**config.mk**
```make
export PLATFORM = sky130hd
export DESIGN_NAME = decode_stage_pipe
export DESIGN_NICKNAME = d
export VERILOG_FILES = /design/src/rtl/decode_stage_pipe.sv
export SDC_FILE = /design/constraint.sdc
export NUM_CORES = 1
export LEC_CHECK = 0
export CAP_MARGIN = 40
export CORE_ASPECT_RATIO = 1.4
export CORE_MARGIN = 2
export CORE_UTILIZATION = 52
export DETAILED_ROUTE_END_ITERATION = 8
export PLACE_DENSITY = 0.69
export SLEW_MARGIN = 20
export SYNTH_ARGS = -nofsm -noshare
export SYNTH_HDL_FRONTEND = slang
export SYNTH_SLANG_ARGS = --single-unit
```
**constraint.sdc**
```tcl
create_clock -name clk -period 3.9 [get_ports clk]
set_input_delay 0.585 -clock clk [delete_from_list [all_inputs] [get_ports clk]]
set_output_delay 0.585 -clock clk [all_outputs]
set_load 0.02 [all_outputs]
```
**src/rtl/decode_stage_pipe.sv**
```systemverilog
// Decode stage: register file with write-through bypass, load-use hazard stall,
// single-entry decode/execute output register and branch-if-equal resolution.
module decode_stage_pipe #(
  parameter int DATA_W  = 16,
  parameter int PC_W    = 12,
  parameter int NREG    = 16,
  parameter int R0_ZERO = 1
) (
  input  logic              clk,
  input  logic              reset,
  input  logic              in_valid,
  output logic              in_ready,
  input  logic [15:0]       i_inst,
  input  logic [PC_W-1:0]   pcD,
  input  logic              branchD,
  input  logic              immediateC,
  input  logic              wb_en,
  input  logic [3:0]        wb_add,
  input  logic [DATA_W-1:0] wb_data,
  input  logic              ex_load,
  input  logic [3:0]        ex_rd,
  output logic              out_valid,
  input  logic              out_ready,
  output logic [3:0]        destadd,
  output logic [DATA_W-1:0] srcdata1,
  output logic [DATA_W-1:0] srcdata2,
  output logic [PC_W-1:0]   pcE,
  output logic              branch_taken,
  output logic [PC_W-1:0]   PC_branch
);

  localparam int IW = (NREG > 1) ? $clog2(NREG) : 1;

  logic [DATA_W-1:0] regs [NREG];
  logic [IW-1:0]     rs1_idx, rs2_idx, wb_idx, ex_idx;
  logic [DATA_W-1:0] op1, op2, rs2_val, imm_val;
  logic [PC_W-1:0]   br_target;
  logic              hazard, accept, wb_blocked, ex_is_zero;
  logic              unused_bits;

  assign rs1_idx     = i_inst[8 +: IW];
  assign rs2_idx     = i_inst[4 +: IW];
  assign wb_idx      = wb_add[IW-1:0];
  assign ex_idx      = ex_rd[IW-1:0];
  assign unused_bits = ^{i_inst[15:12], wb_add, ex_rd};

  assign wb_blocked = (R0_ZERO != 0) && (wb_idx == '0);
  assign ex_is_zero = (R0_ZERO != 0) && (ex_idx == '0);

  // Register reads see a same-cycle writeback so the retried instruction never
  // needs an extra cycle after the producer retires.
  always_comb begin
    op1 = regs[rs1_idx];
    if (wb_en && wb_idx == rs1_idx) op1 = wb_data;
    if (R0_ZERO != 0 && rs1_idx == '0) op1 = '0;
    rs2_val = regs[rs2_idx];
    if (wb_en && wb_idx == rs2_idx) rs2_val = wb_data;
    if (R0_ZERO != 0 && rs2_idx == '0) rs2_val = '0;
  end

  assign imm_val   = {{(DATA_W-4){i_inst[7]}}, i_inst[7:4]};
  assign op2       = immediateC ? imm_val : rs2_val;
  assign br_target = pcD + PC_W'(1) + {{(PC_W-4){i_inst[3]}}, i_inst[3:0]};

  assign hazard   = ex_load && !ex_is_zero &&
                    ((ex_idx == rs1_idx) || (!immediateC && ex_idx == rs2_idx));
  assign in_ready = !hazard && (!out_valid || out_ready);
  assign accept   = in_valid && in_ready;

  always_ff @(posedge clk or negedge reset) begin
    if (!reset) begin
      for (int i = 0; i < NREG; i++) regs[i] <= '0;
    end else if (wb_en && !wb_blocked) begin
      regs[wb_idx] <= wb_data;
    end
  end

  // Branches resolve here and never occupy the output register.
  always_ff @(posedge clk or negedge reset) begin
    if (!reset) begin
      out_valid    <= 1'b0;
      destadd      <= '0;
      srcdata1     <= '0;
      srcdata2     <= '0;
      pcE          <= '0;
      branch_taken <= 1'b0;
      PC_branch    <= '0;
    end else begin
      branch_taken <= 1'b0;
      if (accept && !branchD) begin
        out_valid <= 1'b1;
        destadd   <= i_inst[3:0];
        srcdata1  <= op1;
        srcdata2  <= op2;
        pcE       <= pcD;
      end else if (accept) begin
        out_valid <= 1'b0;
        if (op1 == op2) begin
          branch_taken <= 1'b1;
          PC_branch    <= br_target;
        end
      end else if (!out_valid || out_ready) begin
        out_valid <= 1'b0;
      end
    end
  end

endmodule

```
==> flow_summary.json <==
{
  "start_kind": "primary input",
  "rsz0062_at_grt": "no",
  "worst_slew_pin_slew_ns": 0.947,
  "die_x_um": 157,
  "slowest_stage": "clkdlybuf4s50_1",
  "layout_min_cycle_time_ns": 3.70,
  "setup_violations": 0,
  "grt_pass1_vias": 12276,
  "critPathRequiredTime_ns": 4.31,
  "max_cap_violations": 0,
  "rows": 78,
  "dpl.cell_count": 1829,
  "drt_iter0_markers": 843,
  "drcViolationCount": 0,
  "cts_buffers": 34,
  "hpwlAfterDp_mm": 31.3,
  "synth-edff-count": 0,
  "p_total_w": 0.0107,
  "timing_hold_violations_final": 0,
  "initial_core_util_pct": 52.7,
  "boundaryPins": 123,
  "postCtsHoldBufs": 0,
  "clock.fmax_mhz": 270,
  "crit_family": "simple AND/OR/NAND/NOR gates",
  "path_max_fanout": 10,
  "die-area_sq_um": 34300,
  "synthArstFlopShare_pct": 100,
  "dr.pass1.iters": 5,
  "port_buffers": 118,
  "antenna_found_initial": 0,
  "critical_path_class": "primary input to flop",
  "grt_pass1_wl_mm": 72.2,
  "fill_cells": 2528,
  "clk_path_buf_depth": 3,
  "post_cts_buffers": 0,
  "grt-ovfl-total": 0,
  "grt_max_degree": 111,
  "drive_above_1_share_pct": 41.5,
  "synth_top_area_share_pct": 46.6,
  "synthCells": 1248,
  "vias": 11523,
  "worstSetupEndpointType": "flop",
  "clock_skew_ns": 0.0150,
  "crit_top_cell": "buf_4",
  "synth_top_area_cell": "dfrtp_1",
  "slew_viol_final": 0,
  "powerDensity_nw_per_um2": 515,
  "holdCritPathClass": "primary input to async pin",
  "p_leak_nw": 8.91,
  "ant_nets": 0,
  "ys_types": 52,
  "viasPerCell": 6.10,
  "die_y_um": 218,
  "ys_ff_latch": 318,
  "worstPathCellList": "clkdlybuf4s50_1 -> buf_4 -> xor2_1 -> nor4_4 -> nor2b_1 -> buf_4 -> a22o_1 -> xnor2_1 -> nor3_2 -> nand4_1 -> nor4_4 -> buf_4 -> mux2_2",
  "syn_nets": 1320,
  "crit_arrival_ns": 4.11,
  "grt.total_usage_pct": 28.1,
  "cts_tree": "done",
  "stdcell_area_sq_um": 20700,
  "clk_pin_slew_ns": 0.06,
  "critPathMaxStageDelay_ns": 0.46,
  "synth_ff_type": "dfrtp_1",
  "gp_congestion": 0.876,
  "syn_to_final_growth_pct": 21.2,
  "period_share_pct": 95.0,
  "synth_area_sq_um": 17100,
  "synth-seq-area-share_pct": 46.6,
  "synth.avg_cell_area_sq_um": 13.7,
  "cp_num_buf_inv": 4,
  "wire_per_inst_um": 24.7,
  "finalNonFillerCells": 1889,
  "cts_sinks": 318,
  "nets": 1497,
  "vdd_drop_max_uv": 411,
  "yosys_warnings": 0,
  "root_buffer": "clkbuf_16",
  "cts-resized-gates": 0,
  "routed_wl_mm": 46.6,
  "detailed_place.area_sq_um": 19600,
  "synth_area_leaders": "dfrtp_1, mux2_2, mux4_2",
  "relSlewSlack_pct": 36.8,
  "outcome": "finished, final reports clean",
  "diodes": 0,
  "h-tree-depth": 2,
  "core_area_sq_um": 32400,
  "clk_latency_ns": 0.53
}
-- layout by cell type, fill, tap and decap left out, drive strengths merged, types with 6 or more instances in the layout --
master / synthesis / final
buf: 46 / 149
nor2: 28 / 28
a211oi: 9 / 9
a31oi: 14 / 14
mux2: 283 / 283
mux2i: 72 / 72
nor2b: 18 / 18
o22ai: 32 / 32
inv: 8 / 9
xnor2: 25 / 25
clkdlybuf4s50: 0 / 111
mux4: 105 / 105
nor3: 14 / 14
a22oi: 7 / 7
nand3: 20 / 20
nand2b: 6 / 6
o21ai: 27 / 27
dfrtp: 318 / 318
nand2: 37 / 37
a22o: 9 / 9
xor2: 15 / 15
or3: 6 / 6
clkbuf: 73 / 48
ha: 11 / 11
clkinv: 0 / 6
a21oi: 27 / 27
-- cell type report --
type,count,area (sq um),share of cell area [%]
clock buffers,48,997,4.82
clock inverters,12,150,0.725
inverters,8,30.0,0.145
multi-input cells,803,8560,41.4
flip-flops and latches,318,7960,38.4
well taps,440,551,2.66
repair buffers,260,2450,11.8
-- stage by stage --
stage	setup WS, ns	hold WS [ns]	util [%]	setup TNS [ns]
finish	0.195	0.131	63.9	0
global route	0.0681	0.195	63.9	0
CTS	0.210	0.180	63.9	0
detailed placement	-0.340	0.387	60.3	-3.76
global placement	-0.324	0.381	60.3	-3.70
floorplan	0.207	0.289	-	0
-- routing by layer --
metal,share of wire (%),up-vias,global-route usage [%]
met5,0,-,0
met4,3.6,0,10.1
met3,4.7,111,4.10
met2,51,398,48.6
met1,40,5990,35.9
li1,-,5024,-
-- registers in the layout (all words and copies together), names as in the netlist --
| signal | flops |
|---|---|
| srcdata2 | 16 |
| pcE | 12 |
| srcdata1 | 16 |
| destadd | 4 |
| branch_taken | 1 |
| PC_branch | 12 |
| out_valid | 1 |
| regs | 256 |
-- worst paths after layout --
path,from,to,slack (ns),cells after the start
setup / recovery,wb_add[2],PC_branch[1],0.20,13
hold / removal,reset,PC_branch[10],0.13,1
setup reg to reg,regs[8],PC_branch[1],0.48,9
hold reg to reg,regs[242],regs[242],0.40,0
max in group asynchronous,reset,regs[65],2.76,2
min in group clk,regs[242],regs[242],0.40,0
-- power by group --
group / internal, W / switching, W
combinational: 0.00164 / 0.00115
clock: 0.00199 / 0.00136
sequential: 0.00401 / 0.000506
total: 0.00765 / 0.00301
-- worst reg2reg max path: cells and delay by family, from the launching register on --
family | cells | cell delay [ns]
AOI/OAI and AO/OA | 1 | 0.25
buffers and inverters | 1 | 0.21
xor gates and xnor gates | 1 | 0.16
and+or+nand+nor | 3 | 0.99
DFF | 1 | 0.39
muxes | 3 | 1.31
-- synthesized netlist by cell type (all sizes together), types with 8 or more instances --
cell      n
a22o      9
o21ai    27
o22ai    32
nor2     28
a211oi    9
nand2    37
dfrtp   318
clkbuf   73
xnor2    25
a31oi    14
nor2b    18
mux2    283
xor2     15
buf      46
mux4    105
ha       11
a21oi    27
nand3    20
mux2i    72
inv       8
nor3     14
-- logic make-up after synthesis --
| logic type | count (synthesis) | synth area share [%] |
|---|---|---|
| buffers and inverters | 127 | 3.48 |
| AOI/OAI and AO/OA | 139 | 5.12 |
| xor gates and xnor gates | 40 | 2.05 |
| muxes | 460 | 37.1 |
| adders and majority gates | 12 | 0.923 |
| DFF | 318 | 46.6 |
| and+or+nand+nor | 152 | 4.68 |
(Power assumes the default switching activity.)
==> RTL edit, RTL diff (config.mk and constraints unchanged) <==
The parameter `PC_W` goes from 12 to 6.
--- a/src/rtl/decode_stage_pipe.sv
+++ b/src/rtl/decode_stage_pipe.sv
@@ -2,7 +2,7 @@
 // single-entry decode/execute output register and branch-if-equal resolution.
 module decode_stage_pipe #(
   parameter int DATA_W  = 16,
-  parameter int PC_W    = 12,
+  parameter int PC_W    = 6,
   parameter int NREG    = 16,
   parameter int R0_ZERO = 1
 ) (
Ports: changed (resized PC_branch, pcD and pcE); port bits go from 123 to 105. No check against the original RTL was run, so the function may have changed too.
==> RTL edit against the unedited design <==
Register-to-register slack improved by 0.26 ns; design area is 5.4% lower; maximum frequency up 11%; synthesized area shrank 4.5%; combinational power down 9.0%; sequential cell count down 12; total power decreased by 5.7%; critical path type unchanged; routed wire length rose by 1.6%; highest routed layer unchanged; setup slack improved by 0.36 ns.
==> RTL edit: results (changes against the unedited design) <==
Setup path
  – Slowest cell on the critical path: or3_1 (was clkdlybuf4s50_1)
  – Worst Setup SP: i_inst[7] (was wb_add[2])
  – R2R depth: 10 (was 9)
  – Worst r2r src: regs[68]$_DFFE_PN0P_ (was regs[8]$_DFFE_PN0P_)
  – Worst reg2reg setup slack: 0.74 ns (was 0.48 ns)
  – Critical path peak fanout: 8 (was 10)
  – Cell family with most CP delay: buffers and inverters (was simple AND/OR/NAND/NOR gates)
  – R2r endpoint: PC_branch[5]$_DFFE_PN0P_ (was PC_branch[1]$_DFFE_PN0P_)

Power
  – Peak supply drop: 0.000245 V (was 0.000411 V)
  – Leak pwr: 8.37 nW (was 8.91 nW)
  – Clock power frac: 31.7% (was 31.4%)

Timing
  – Worst-case hold slack: 0.0501 ns (was 0.131 ns)
  – Fin crit period: 3.34 ns (was 3.70 ns)
  – Clock Skew: 0.00780 ns (was 0.0150 ns)

Yosys
  – Area contributors post-synth: dfrtp_1 (47%), mux2_2 (19%), mux4_2 (12%) (was dfrtp_1 (47%), mux2_2 (18%), mux4_2 (13%))
  – Synth Area in Compound Gates: 7.04% (was 5.12%)
  – Syn Nets: 1288 (was 1320)
  – Synth Area in Adders: 0.506% (was 0.923%)
  – Top post-synthesis cells by count: dfrtp_1 (306), mux2_2 (269), mux4_2 (87) (was dfrtp_1 (318), mux2_2 (275), mux4_2 (95))
  – XOR/XNOR share of the synthesized area: 1.88% (was 2.05%)
  – Multiplexer share of the synthesized area: 34.8% (was 37.1%)

Outcome
  – Status: finished, final reports clean (unchanged)

Placement
  – Cell Area, Placed: 0.0185 mm² (was 0.0196 mm²)
  – Dpl hpwl: 31.5 mm (was 31.3 mm)
  – GPL Wtd Cong: 0.877 (was 0.876)
  – Pre-CTS WS: -0.00819 ns (was -0.340 ns)
  – PortBufs: 100 (was 118)

Detailed routing
  – Initial drt markers: 982 (was 843)
  – DR vias: 11500 (about the same)

Final layout
  – Core Util, Final: 63.6% (was 63.9%)
  – Share of post-route cells with drive strength above 1: 40.5% (was 41.5%)
  – Fin cells: 1794 (was 1889)

Global route
  – Total global-route track usage: 29.4% (was 28.1%)
  – Pin count of the biggest net entering global routing: 106 (was 111)

Clock tree
  – CTS H-Tree Depth: 1 (was 2)
  – Worst skew pair latency: 0.59 ns (was 0.53 ns)
  – Num CTS Buffers: 31 (was 34)
[RTL edit: layout make-up]
class	count	area share (%)
Clock buffer	43	4.45
Clock inverter	13	1.07
Inverter	6	0.115
Multi-Input combinational cell	795	41.1
Sequential cell	306	39.1
Tap cell	390	2.49
Timing Repair Buffer	241	11.7
[RTL edit: kinds of logic (layout without fill, tap and decap cells)]
group / Yosys count / in the layout
flops: 306 / 306
compound gates: 172 / 172
fa+ha+maj: 6 / 6
mux: 423 / 423
xor+xnor: 35 / 35
simple gates: 159 / 159
buf+inv: 127 / 303
[RTL edit: layer usage]
| metal | routed length (µm) | vias to the layer above | GRT usage, % |
|---|---|---|---|
| li1 | - | 4921 | - |
| met1 | 18800 | 5907 | 38.9 |
| met2 | 22900 | 544 | 48.3 |
| met3 | 3440 | 139 | 4.20 |
| met4 | 2230 | 0 | 14.3 |
| met5 | 0 | - | 0 |
